===== src/rtl/rgb_pwm_gen_pkg.sv =====
// Shared definitions for the RGB PWM generator: duty width, channel indices,
// the duty-set type and the handshake FSM state encoding.
package rgb_pwm_gen_pkg;

  localparam int DUTY_W = 8;
  localparam int NUM_CH = 3;

  localparam int CH_R = 0;
  localparam int CH_G = 1;
  localparam int CH_B = 2;

  // One duty per channel; bit layout matches duty_data ([7:0] red ... [23:16] blue).
  typedef logic [NUM_CH-1:0][DUTY_W-1:0] duty_set_t;

  typedef enum logic {
    ST_IDLE = 1'b0,
    ST_PEND = 1'b1
  } state_t;

endpackage


===== src/rtl/pwm_channel.sv =====
// One PWM output: unsigned compare of the frame step against the channel duty,
// registered so every channel shares the same one-clock latency.
module pwm_channel
  import rgb_pwm_gen_pkg::*;
#(
  parameter int STEP_W = 8
) (
  input  logic              clk,
  input  logic              rst_n,
  input  logic              en,
  input  logic [STEP_W-1:0] step,
  input  logic [DUTY_W-1:0] duty,
  output logic              pwm
);

  // Compare at the wider of the two widths so RES > 256 still works.
  localparam int CMP_W = (STEP_W > DUTY_W) ? STEP_W : DUTY_W;

  logic [CMP_W-1:0] step_ext;
  logic [CMP_W-1:0] duty_ext;

  assign step_ext = CMP_W'(step);
  assign duty_ext = CMP_W'(duty);

  // NOTE: sequential state uses non-blocking assignments so every flop samples
  // the pre-edge values regardless of block evaluation order.
  always_ff @(posedge clk or negedge rst_n) begin
    if (!rst_n) begin
      pwm <= 1'b0;
    end else begin
      pwm <= en && (step_ext < duty_ext);
    end
  end

endmodule


===== src/rtl/rgb_pwm_gen.sv =====
// RGB PWM generator: prescaler, frame step counter, duty handshake FSM and
// three pwm_channel instances; new duties take effect only at frame boundaries.
module rgb_pwm_gen
  import rgb_pwm_gen_pkg::*;
#(
  parameter int PRESCALE = 47,
  parameter int RES      = 255
) (
  input  logic                     clk,
  input  logic                     rst_n,
  input  logic                     en,
  input  logic [NUM_CH*DUTY_W-1:0] duty_data,
  input  logic                     duty_valid,
  output logic                     duty_ready,
  output logic                     pwm_r,
  output logic                     pwm_g,
  output logic                     pwm_b,
  output logic                     frame_tick
);

  localparam int                STEP_W    = (RES > 1) ? $clog2(RES) : 1;
  localparam logic [15:0]       PRESC_MAX = 16'(PRESCALE);
  localparam logic [STEP_W-1:0] STEP_MAX  = STEP_W'(RES - 1);

  logic [15:0]       presc;
  logic [STEP_W-1:0] step;
  logic              step_tick;
  logic              wrap;

  state_t    state;
  state_t    state_nxt;
  logic      capture;
  logic      apply;
  duty_set_t pend_duty;
  duty_set_t act_duty;

  logic [NUM_CH-1:0] pwm_q;

  assign step_tick = en && (presc == PRESC_MAX);
  assign wrap      = step_tick && (step == STEP_MAX);

  // Disabling the generator parks both counters at 0 so re-enabling starts a fresh frame.
  always_ff @(posedge clk or negedge rst_n) begin
    if (!rst_n) begin
      presc      <= '0;
      step       <= '0;
      frame_tick <= 1'b0;
    end else begin
      frame_tick <= wrap;
      if (!en || step_tick) begin
        presc <= '0;
      end else begin
        presc <= presc + 16'd1;
      end
      if (!en || wrap) begin
        step <= '0;
      end else if (step_tick) begin
        step <= step + 1'b1;
      end
    end
  end

  always_ff @(posedge clk or negedge rst_n) begin
    if (!rst_n) begin
      state <= ST_IDLE;
    end else begin
      state <= state_nxt;
    end
  end

  // NOTE: every output of this block gets a default first; a path that leaves
  // one unassigned would infer a latch.
  always_comb begin
    state_nxt  = state;
    duty_ready = 1'b0;
    capture    = 1'b0;
    apply      = 1'b0;
    case (state)
      ST_IDLE: begin
        duty_ready = 1'b1;
        if (duty_valid) begin
          capture   = 1'b1;
          state_nxt = ST_PEND;
        end
      end
      ST_PEND: begin
        if (!en || wrap) begin
          apply     = 1'b1;
          state_nxt = ST_IDLE;
        end
      end
      default: state_nxt = ST_IDLE;
    endcase
  end

  // NOTE: the duty registers are reset (not left as uninitialised storage) so
  // the outputs are defined low before the first transfer.
  always_ff @(posedge clk or negedge rst_n) begin
    if (!rst_n) begin
      pend_duty <= '0;
      act_duty  <= '0;
    end else begin
      if (capture) begin
        pend_duty <= duty_data;
      end
      if (apply) begin
        act_duty <= pend_duty;
      end
    end
  end

  for (genvar ch = 0; ch < NUM_CH; ch++) begin : g_ch
    pwm_channel #(
      .STEP_W(STEP_W)
    ) u_pwm (
      .clk  (clk),
      .rst_n(rst_n),
      .en   (en),
      .step (step),
      .duty (act_duty[ch]),
      .pwm  (pwm_q[ch])
    );
  end

  assign pwm_r = pwm_q[CH_R];
  assign pwm_g = pwm_q[CH_G];
  assign pwm_b = pwm_q[CH_B];

endmodule


===== config.mk =====
export PLATFORM = sky130hd
export DESIGN_NAME = rgb_pwm_gen
export DESIGN_NICKNAME = d
export VERILOG_FILES = /design/src/rtl/rgb_pwm_gen_pkg.sv /design/src/rtl/pwm_channel.sv /design/src/rtl/rgb_pwm_gen.sv
export SDC_FILE = /design/constraint.sdc
export NUM_CORES = 1
export LEC_CHECK = 0
export BUFFER_PORTS_ARGS = -buffer_cell sky130_fd_sc_hd__buf_4
export CAP_MARGIN = 15
export CORE_ASPECT_RATIO = 1.4
export CORE_UTILIZATION = 54
export DETAILED_ROUTE_END_ITERATION = 10
export PLACE_DENSITY_LB_ADDON = 0.05
export SETUP_SLACK_MARGIN = 0.4
export SLEW_MARGIN = 25
export SYNTH_ARGS = -nofsm -noshare
export SYNTH_HDL_FRONTEND = slang
export SYNTH_SLANG_ARGS = --single-unit
export TNS_END_PERCENT = 10

===== constraint.sdc =====
create_clock -name clk -period 2.6 [get_ports clk]
set_clock_uncertainty 0.15 [all_clocks]
set_input_delay 0.26 -clock clk [delete_from_list [all_inputs] [get_ports clk]]
set_output_delay 0.26 -clock clk [all_outputs]
set_load 0.02 [all_outputs]

# ---- Word level (Yosys, flattened, before mapping)
# Index checks and enable logic that the tools add are counted.
dict set report word_totals {
  output_inout_bits 5
  wordCells 40
  inputBits 28
  register_bits 77
}
dict set report op_classes {
  n_reduce_logical 9
  n_mux 10
  n_addsub 2
  n_eq_ne 2
  order_cmp 3
  bitwise_logic 1
}
# operator n
set ops {}
lappend ops {{8-bit less-than comparator} 3}
lappend ops {{16-bit by 1-bit adder with 16-bit output, second input constant} 1}
lappend ops {{16-bit by 6-bit equality test with 1-bit output, second input constant} 1}
lappend ops {{16-bit two-way mux} 1}
lappend ops {{8-bit two-way mux} 2}
lappend ops {{8-bit by 1-bit adder with 8-bit output, second input constant} 1}
lappend ops {{8-bit equality test, second input constant} 1}
lappend ops {{1-bit two-way mux} 6}
lappend ops {{1-bit logical AND} 5}
lappend ops {{1-bit logical OR} 2}
lappend ops {{1-bit case mux with 2 select lines} 1}
lappend ops {{2-bit nonzero test} 1}
lappend ops {{1-bit zero test} 1}
lappend ops {{1-bit inverter} 1}

# ---- Depth between registers and ports, before layout
# Gate-level depths: netlist (run 1).
dict set report logic_depth {
  ltp_word 6
  depth_mapped 8
  ltp_nobuf 6
}

# ---- Hierarchy
# A second synthesis (run 1) with hierarchy kept.
dict set report hier_totals {
  cells_unflattened 402
  hier_area_um2 4190.3
}
# module cells_per_inst instances area_each_um2
set by_module_without_submodules {}
lappend by_module_without_submodules {rgb_pwm_gen 321 1 3563.4}
lappend by_module_without_submodules {pwm_channel 27 3 209.0}

# ---- Least setup slack after synthesis (run 1)
# No wires, ideal clock.
dict set report synth_timing {
  path_kind {register -> register}
  startpoint {register step[0]}
  endpoint {register act_duty[0] (netlist bit)}
  n_path_buf 2
  required_time_ps 2323
  path_slack_ps 776
  period_less_slack_ps 1824
  arrival_time_ps 1547
  stages_incl_launch_ff 9
  cell_sequence {dfrtp_1 -> inv_1 -> ha_1 -> nand4_1 -> or3_1 -> clkbuf_1 -> buf_2 -> o211ai_1 -> nand3_1}
}
dict set report synth_via {
  elab_chain_len 5
}
# element line_no
set synth_rtl {}
lappend synth_rtl {{from (decl)} rgb_pwm_gen.sv:26} ;# logic [STEP_W-1:0] step;
lappend synth_rtl {{from (signal assigned)} rgb_pwm_gen.sv:58} ;# step <= step + 1'b1;
lappend synth_rtl {{8-bit equality test} rgb_pwm_gen.sv:40} ;# assign wrap = step_tick && (step == STEP_MAX);
lappend synth_rtl {{1-bit logical AND} rgb_pwm_gen.sv:40}
lappend synth_rtl {{1-bit logical OR} rgb_pwm_gen.sv:87} ;# if (!en || wrap) begin
lappend synth_rtl {{1-bit two-way mux} rgb_pwm_gen.sv:87}
lappend synth_rtl {{1-bit two-way mux} rgb_pwm_gen.sv:78} ;# case (state)
lappend synth_rtl {{to (signal assigned)} rgb_pwm_gen.sv:107} ;# act_duty <= pend_duty;
lappend synth_rtl {{to (decl)} rgb_pwm_gen.sv:35} ;# duty_set_t act_duty;
# No other way between the ends.
# A chain may end at the register's enable or synchronous reset.

# ---- Worst setup path after layout (run 1)
dict set report layout_timing {
  startpoint {register presc[0]}
  endpoint {register act_duty[1] (netlist bit)}
}
dict set report layout_via {
  elab_chain_len 6
}
# element line_no
set layout_rtl {}
lappend layout_rtl {{from (decl)} rgb_pwm_gen.sv:25} ;# logic [15:0] presc;
lappend layout_rtl {{from (signal assigned)} rgb_pwm_gen.sv:53} ;# presc <= presc + 16'd1;
lappend layout_rtl {{16-bit by 6-bit equality test with 1-bit output} rgb_pwm_gen.sv:39} ;# assign step_tick = en && (presc == PRESC_MAX);
lappend layout_rtl {{1-bit logical AND} rgb_pwm_gen.sv:39}
lappend layout_rtl {{1-bit logical AND} rgb_pwm_gen.sv:40}
lappend layout_rtl {{1-bit logical OR} rgb_pwm_gen.sv:87}
lappend layout_rtl {{1-bit two-way mux} rgb_pwm_gen.sv:87}
lappend layout_rtl {{1-bit two-way mux} rgb_pwm_gen.sv:78}
# No other way between the ends.

==> impl_metrics.yaml, run 1 <==
status:
  status: "completed"
floorplan:
  die_area_sq_mm: 0.00787
  fp.dieH_um: 105
  fp.dieW_um: 75.3
  initial_core_util_pct: 55.5
  ios: 33
  rows: 37
  core_sq_mm: 0.00731
global_route:
  grt_start_max_net_pins: 78
  antenna_found_initial: 0
  grt_pass1_vias: 3326
  grtUsageTotal_pct: 26.1
  grt_overflow: 0
  grt_pass1_wl_um: 15400
detailed_routing:
  ant_nets: 0
  drt_iter0_markers: 194
  viasPerCell: 5.86
  wl_per_cell_um: 15.9
  drc: 0
  wl_um: 9070
  vias: 3335
  dr.pass1.iters: 4
hold_path:
  hp-class: "primary input to flop"
  hold_end: "step[4]"
  min_from: "en"
  hold_depth: 3
logic_synthesis:
  synthFlopType: "dfrtp_1"
  synth-simple-area-share_pct: 21.5
  synth.area.mux_share_pct: 6.66
  synthAdderAreaFrac_pct: 7.40
  synth_top_family_by_area: "simple AND/OR/NAND/NOR gates"
  synthArstFlopShare_pct: 100
  ys_warn_count: 0
  synth_area_sq_mm: 0.00406
  netlist_instances: 411
  synth_nets: 463
  synth_compound_area_share_pct: 9.04
  ys_seq_elements: 77
  synthXorXnorAreaFrac_pct: 3.02
  avgSynthCellArea_sq_um: 9.87
  netlist.area_leader.share_pct: 47.5
  yosysSeqAreaShare_pct: 47.5
  synthDistinctLibCells: 37
  synthTopCellsByArea: "dfrtp_1 48%, ha_1 7.4%, mux2_2 6.7%, nand4_1 4.8%, nand2_1 4.5%"
  yosys.area.top_type: "dfrtp_1"
  synth_edf_count: 0
cts:
  htreeDepth: 3
  cts_buffers: 9
  cts_tree: "done"
  clkTransAtPathRegs_ns: 0.08
  clkSinkCount: 77
  cts_buffer_depth: 2
  insertion_delay_ns: 0.36
  cts-root-buf: "clkbuf_8"
run:
  maxCapViolCount: 0
critical_path:
  r2r_slack_ns: 0.57
  reg2reg_from: "presc[0]"
  crit_slowest_cell: "dfrtp_1"
  worstSetupEndpointType: "flop"
  r2r_end: "act_duty[1]"
  crit_top_cell: "and4_1"
  cp-start-kind: "flop"
  crit_family: "simple AND/OR/NAND/NOR gates"
  path_buf_inv: 1
  path_cells: "ha_1 -> and4_1 -> and4_1 -> buf_4 -> nand4_1 -> nand3_1"
  cpPeakStageDelay_ns: 0.39
  critPathKind: "flop to flop"
  cp_data_required_time_ns: 2.73
  worstSetupStartpoint: "presc[0]"
  r2r_cells: 6
  timing.critical_path.fanout_max: 16
  critical_path_arrival_ns: 2.17
layout:
  final_common_cell: "dfrtp_1"
  finalNetCount: 519
  layout-drive-gt1-share_pct: 18.9
  nFillCells: 606
  synthToLayoutAreaGrowth_pct: 21.5
  fin_util_pct: 67.4
  layout_common_cells: "77 x dfrtp_1, 49 x nand2_1, 43 x buf_4"
  final-seq-area_sq_mm: 0.00193
  multiInputGateArea_sq_mm: 0.00196
  n_antenna_cell: 0
power_and_ir_drop:
  leakage_uw: 0.00218
  peakVddDrop_v: 0.000636
  total_power_uw: 3210
  power_density_mw_per_mm2: 651
placed_design:
  port_buffers: 32
  dpl.hpwl_um: 6150
  place_congestion: 0.804
sta:
  worst_pin_slew_ns: 0.913
  slew-limit-headroom_pct: 39.2
  rsz0062_at_grt: "false"
  max_freq_ghz: 0.492
  post-route-period-util_pct: 78.2
  finalMaxSlewViolations: 0
  fin_setup_tns_ns: 0
  hold_viol: 0
  setup_viol: 0
  finalWorstPathRequiredPeriod_ns: 2.03
metrics by stage:
| stage | std cells | setup slack (ns) | hold WS (ns) | instance area, sq um |
|---|---|---|---|---|
| after floorplan | 411 | 0.776 | -0.186 | 4060 |
| after global placement | 528 | 0.386 | 0.318 | 4410 |
| after detailed placement | 528 | 0.369 | 0.328 | 4410 |
| after CTS | 569 | 0.403 | 0.111 | 4890 |
| after global routing | 569 | 0.437 | 0.124 | 4930 |
| final | 569 | 0.567 | 0.127 | 4930 |
report_power, final:
part | internal, uW | switching (uW)
Clock | 594 | 432
Combinational | 314 | 305
Sequential | 1410 | 150
synth_stat cells, types with 2 or more instances:
| master | instances |
|---|---|
| and4_1 | 2 |
| o32ai_1 | 2 |
| and3_1 | 4 |
| a32oi_1 | 2 |
| inv_1 | 25 |
| or3_1 | 3 |
| a21o_1 | 3 |
| nand2b_1 | 5 |
| nand4b_1 | 3 |
| ha_1 | 24 |
| nor4_2 | 2 |
| xor2_1 | 2 |
| nor2_1 | 22 |
| buf_2 | 9 |
| nor4_1 | 4 |
| o21ai_0 | 5 |
| a21boi_1 | 2 |
| nand4_1 | 31 |
| nand2_1 | 49 |
| a31oi_1 | 3 |
| or4b_1 | 2 |
| o211ai_1 | 24 |
| clkbuf_1 | 16 |
| dfrtp_1 | 77 |
| o21ai_1 | 2 |
| nand3_1 | 32 |
| nor3_1 | 4 |
| a21oi_1 | 9 |
| mux2_2 | 24 |
| xnor2_1 | 12 |
layer usage:
metal | part of all wire [%] | track usage [%] | wire length [um]
met5 | 0 | 0 | 0
met4 | 3.1 | 13.4 | 284
met3 | 3.0 | 4.53 | 268
met2 | 53 | 42.6 | 4780
met1 | 41 | 32.4 | 3740
cell type report:
class / count / share of cell area [%]
Clock buffer: 13 / 3.22
Clock inverter: 3 / 1.37
Inverter: 25 / 1.90
Multi-Input combinational cell: 284 / 39.9
Sequential cell: 77 / 39.1
Tap cell: 97 / 2.46
Timing Repair Buffer: 70 / 12.1
worst min-delay path, stage by stage:
cell     delay [ns]
buf_4          0.19
nand2_1        0.08
o21ai_1        0.05
worst max path at each step:
| stage | to | cells after the start |
|---|---|---|
| final | act_duty[1] | 6 |
| after global routing | presc[14] | 5 |
| after CTS | act_duty[1] | 5 |
| after detailed placement | act_duty[0] | 6 |
| after global placement | act_duty[5] | 5 |
| after floorplan | act_duty[0] | 8 |
sequential cells by signal, indices dropped and copies added, names as in the netlist:
name            cells
act_duty           24
frame_tick          1
g_ch.u_pwm.pwm      3
pend_duty          24
presc              16
state               1
step                8
kinds of logic after synthesis:
kind of cell / Yosys count
simple gates: 168
compound gates: 54
buf+inv: 50
fa+ha+maj: 24
flops: 77
xor+xnor: 14
mux: 24
what timing repair did:
item / in CTS / in global routing
gates resized for setup: 1 / 5
setup endpoints to repair: 24 / 41
setup buffers: 0 / 0
hold buffers: 25 / 0
hold endpoints to repair: 101 / 0
Note: power is estimated with default switching activity, not from simulation.
==> inputs of run 2 (changes only) <==
Clock period 2.6 ns to 2 ns, I/O delays scaled along.
==> impl_metrics.yaml, run 2 (synthesis gave the netlist of run 1 again) <==
power_and_ir_drop:
  p_clk_share_pct: 28.8
  leakage_uw: 0.00233
  power_density_mw_per_mm2: 778
  p_comb_share_pct: 21.1
  p_sw_uw: 1160
  p_seq_share_pct: 50.2
  switching_share_pct: 28.7
  power.internal_uw: 2880
  peakVddDrop_v: 0.000598
detailed_routing:
  wl_per_cell_um: 16.9
  drt_iter0_markers: 282
  viasPerCell: 5.75
  vias: 3426
  routed.top_layer: "met4"
  wl_um: 10100
  ant_nets: 0
  wl_met1_um: 3960
  met2WireLength_um: 5410
  drc: 0
  routed-wl-met3_um: 525
  dr.pass1.iters: 5
global_route:
  grt_start_max_net_pins: 32
  grt_overflow: 0
  grt_pass1_wl_um: 16600
  grtUsageTotal_pct: 28.5
  antenna_found_initial: 0
  grt_pass1_vias: 3525
layout:
  synthToLayoutAreaGrowth_pct: 27.9
  top_regs: "act_duty x24, pend_duty x24, presc x16"
  layout_common_cells: "77 x dfrtp_1, 65 x buf_4, 49 x nand2_1"
  fin_cells: 596
  fin_util_pct: 71.0
  layout-drive-gt1-share_pct: 23.4
  finalNetCount: 546
  n_antenna_cell: 0
  final_common_cell: "dfrtp_1"
sta:
  setup_viol: 0
  hold_viol: 0
  max_freq_ghz: 0.537
  finalWorstPathRequiredPeriod_ns: 1.86
  worst_pin_slew_ns: 0.420
  holdWs_ns: 0.175
  post-route-period-util_pct: 93.1
  fin_setup_tns_ns: 0
  rsz0062_at_grt: "true"
  finalMaxSlewViolations: 0
  slew-limit-headroom_pct: 72.0
floorplan:
  core_sq_mm: 0.00731
  rows: 37
  fp.dieW_um: 75.3
  initial_core_util_pct: 55.5
  fp.dieH_um: 105
  ios: 33
  die_area_sq_mm: 0.00787
critical_path:
  critPathKind: "flop to flop"
  critical_path_arrival_ns: 1.96
  r2r_cells: 7
  timing.critical_path.fanout_max: 12
  reg2reg_from: "step[0]"
  r2r_slack_ns: 0.14
  r2r_end: "act_duty[22]"
  cp-start-kind: "flop"
  worstSetupEndpointType: "flop"
  cp_data_required_time_ns: 2.09
  worstSetupStartpoint: "step[0]"
cts:
  cts_buffers: 9
  cts_tree: "done"
  htreeDepth: 3
  cts-root-buf: "clkbuf_8"
  insertion_delay_ns: 0.36
  clkTransAtPathRegs_ns: 0.07
  clkSinkCount: 77
  cts_buffer_depth: 2
placed_design:
  dpl.hpwl_um: 6550
  place_congestion: 0.847
  port_buffers: 32
  post-place-cells: 551
run:
  maxCapViolCount: 0
status:
  status: "completed"
hold_path:
  hp-class: "primary input to asynchronous set/reset pin"
## run 2: changes by cell type in the layout (fill, tap and decap cells not counted), moves of 2 or more
| cell | change |
|---|---|
| buf_12 | +4 |
| buf_4 | +22 |
| clkbuf_1 | +3 |
| clkbuf_16 | +2 |
## run 2: power by group through the flow
stage	clock (uW)	combinational, uW	sequential, uW
2_1_floorplan	0	560	2000
3_3_place_gp	0	771	2040
3_5_place_dp	0	807	2050
4_1_cts	1180	853	2020
5_1_grt	1250	964	2060
6_report	1160	850	2030
## run 2: final cells by class
type / count / area (sq um)
inverter: 25 / 93.8
tap: 97 / 121
clock buffer: 15 / 156
clock inverter: 1 / 30.0
timing repair buffer: 97 / 880
fill: 574 / 2120
sequential: 77 / 1930
multi-input combinational: 284 / 1980
## run 2: how the worst max path moves through the flow
stage	slack (ns)	end	cells past startpoint
2_1_floorplan	0.20	act_duty[0]	8
3_3_place_gp	0.11	act_duty[20]	5
3_5_place_dp	0.08	act_duty[17]	5
4_1_cts	0.16	act_duty[19]	7
5_1_grt	0.06	act_duty[17]	7
6_report	0.14	act_duty[22]	7
## run 2: through the flow
stage | setup slack [ns] | cell area (sq um) | total power [uW]
floorplan | 0.203 | 4070 | 2560
global placement | 0.105 | 4640 | 2810
detailed placement | 0.0776 | 4640 | 2860
CTS | 0.165 | 5120 | 4050
global route | 0.0616 | 5190 | 4280
finish | 0.138 | 5190 | 4040
## run 2: repair_timing
item | 4_1_cts | 5_1_grt
hold endpoints to repair | 86 | 0
gates cloned | 0 | 2
hold buffers | 25 | 0
buffers inserted | 1 | 1
pin swaps | 4 | 6
resized for setup | 8 | 3
setup endpoints to repair | 53 | 54
## run 2: critical path, stage by stage, from the launching register on
cell	delay, ns
dfrtp_1	0.40
inv_2	0.09
ha_4	0.13
nand4_1	0.10
or3_4	0.41
clkbuf_16	0.20
o211ai_1	0.18
nand3_1	0.10
## run 2: per-layer routing
metal | vias up | global-route usage, %
li1 | 1641 | -
met1 | 1671 | 34.8
met2 | 95 | 47.6
met3 | 19 | 5.98
met4 | 0 | 12.6
met5 | - | 0
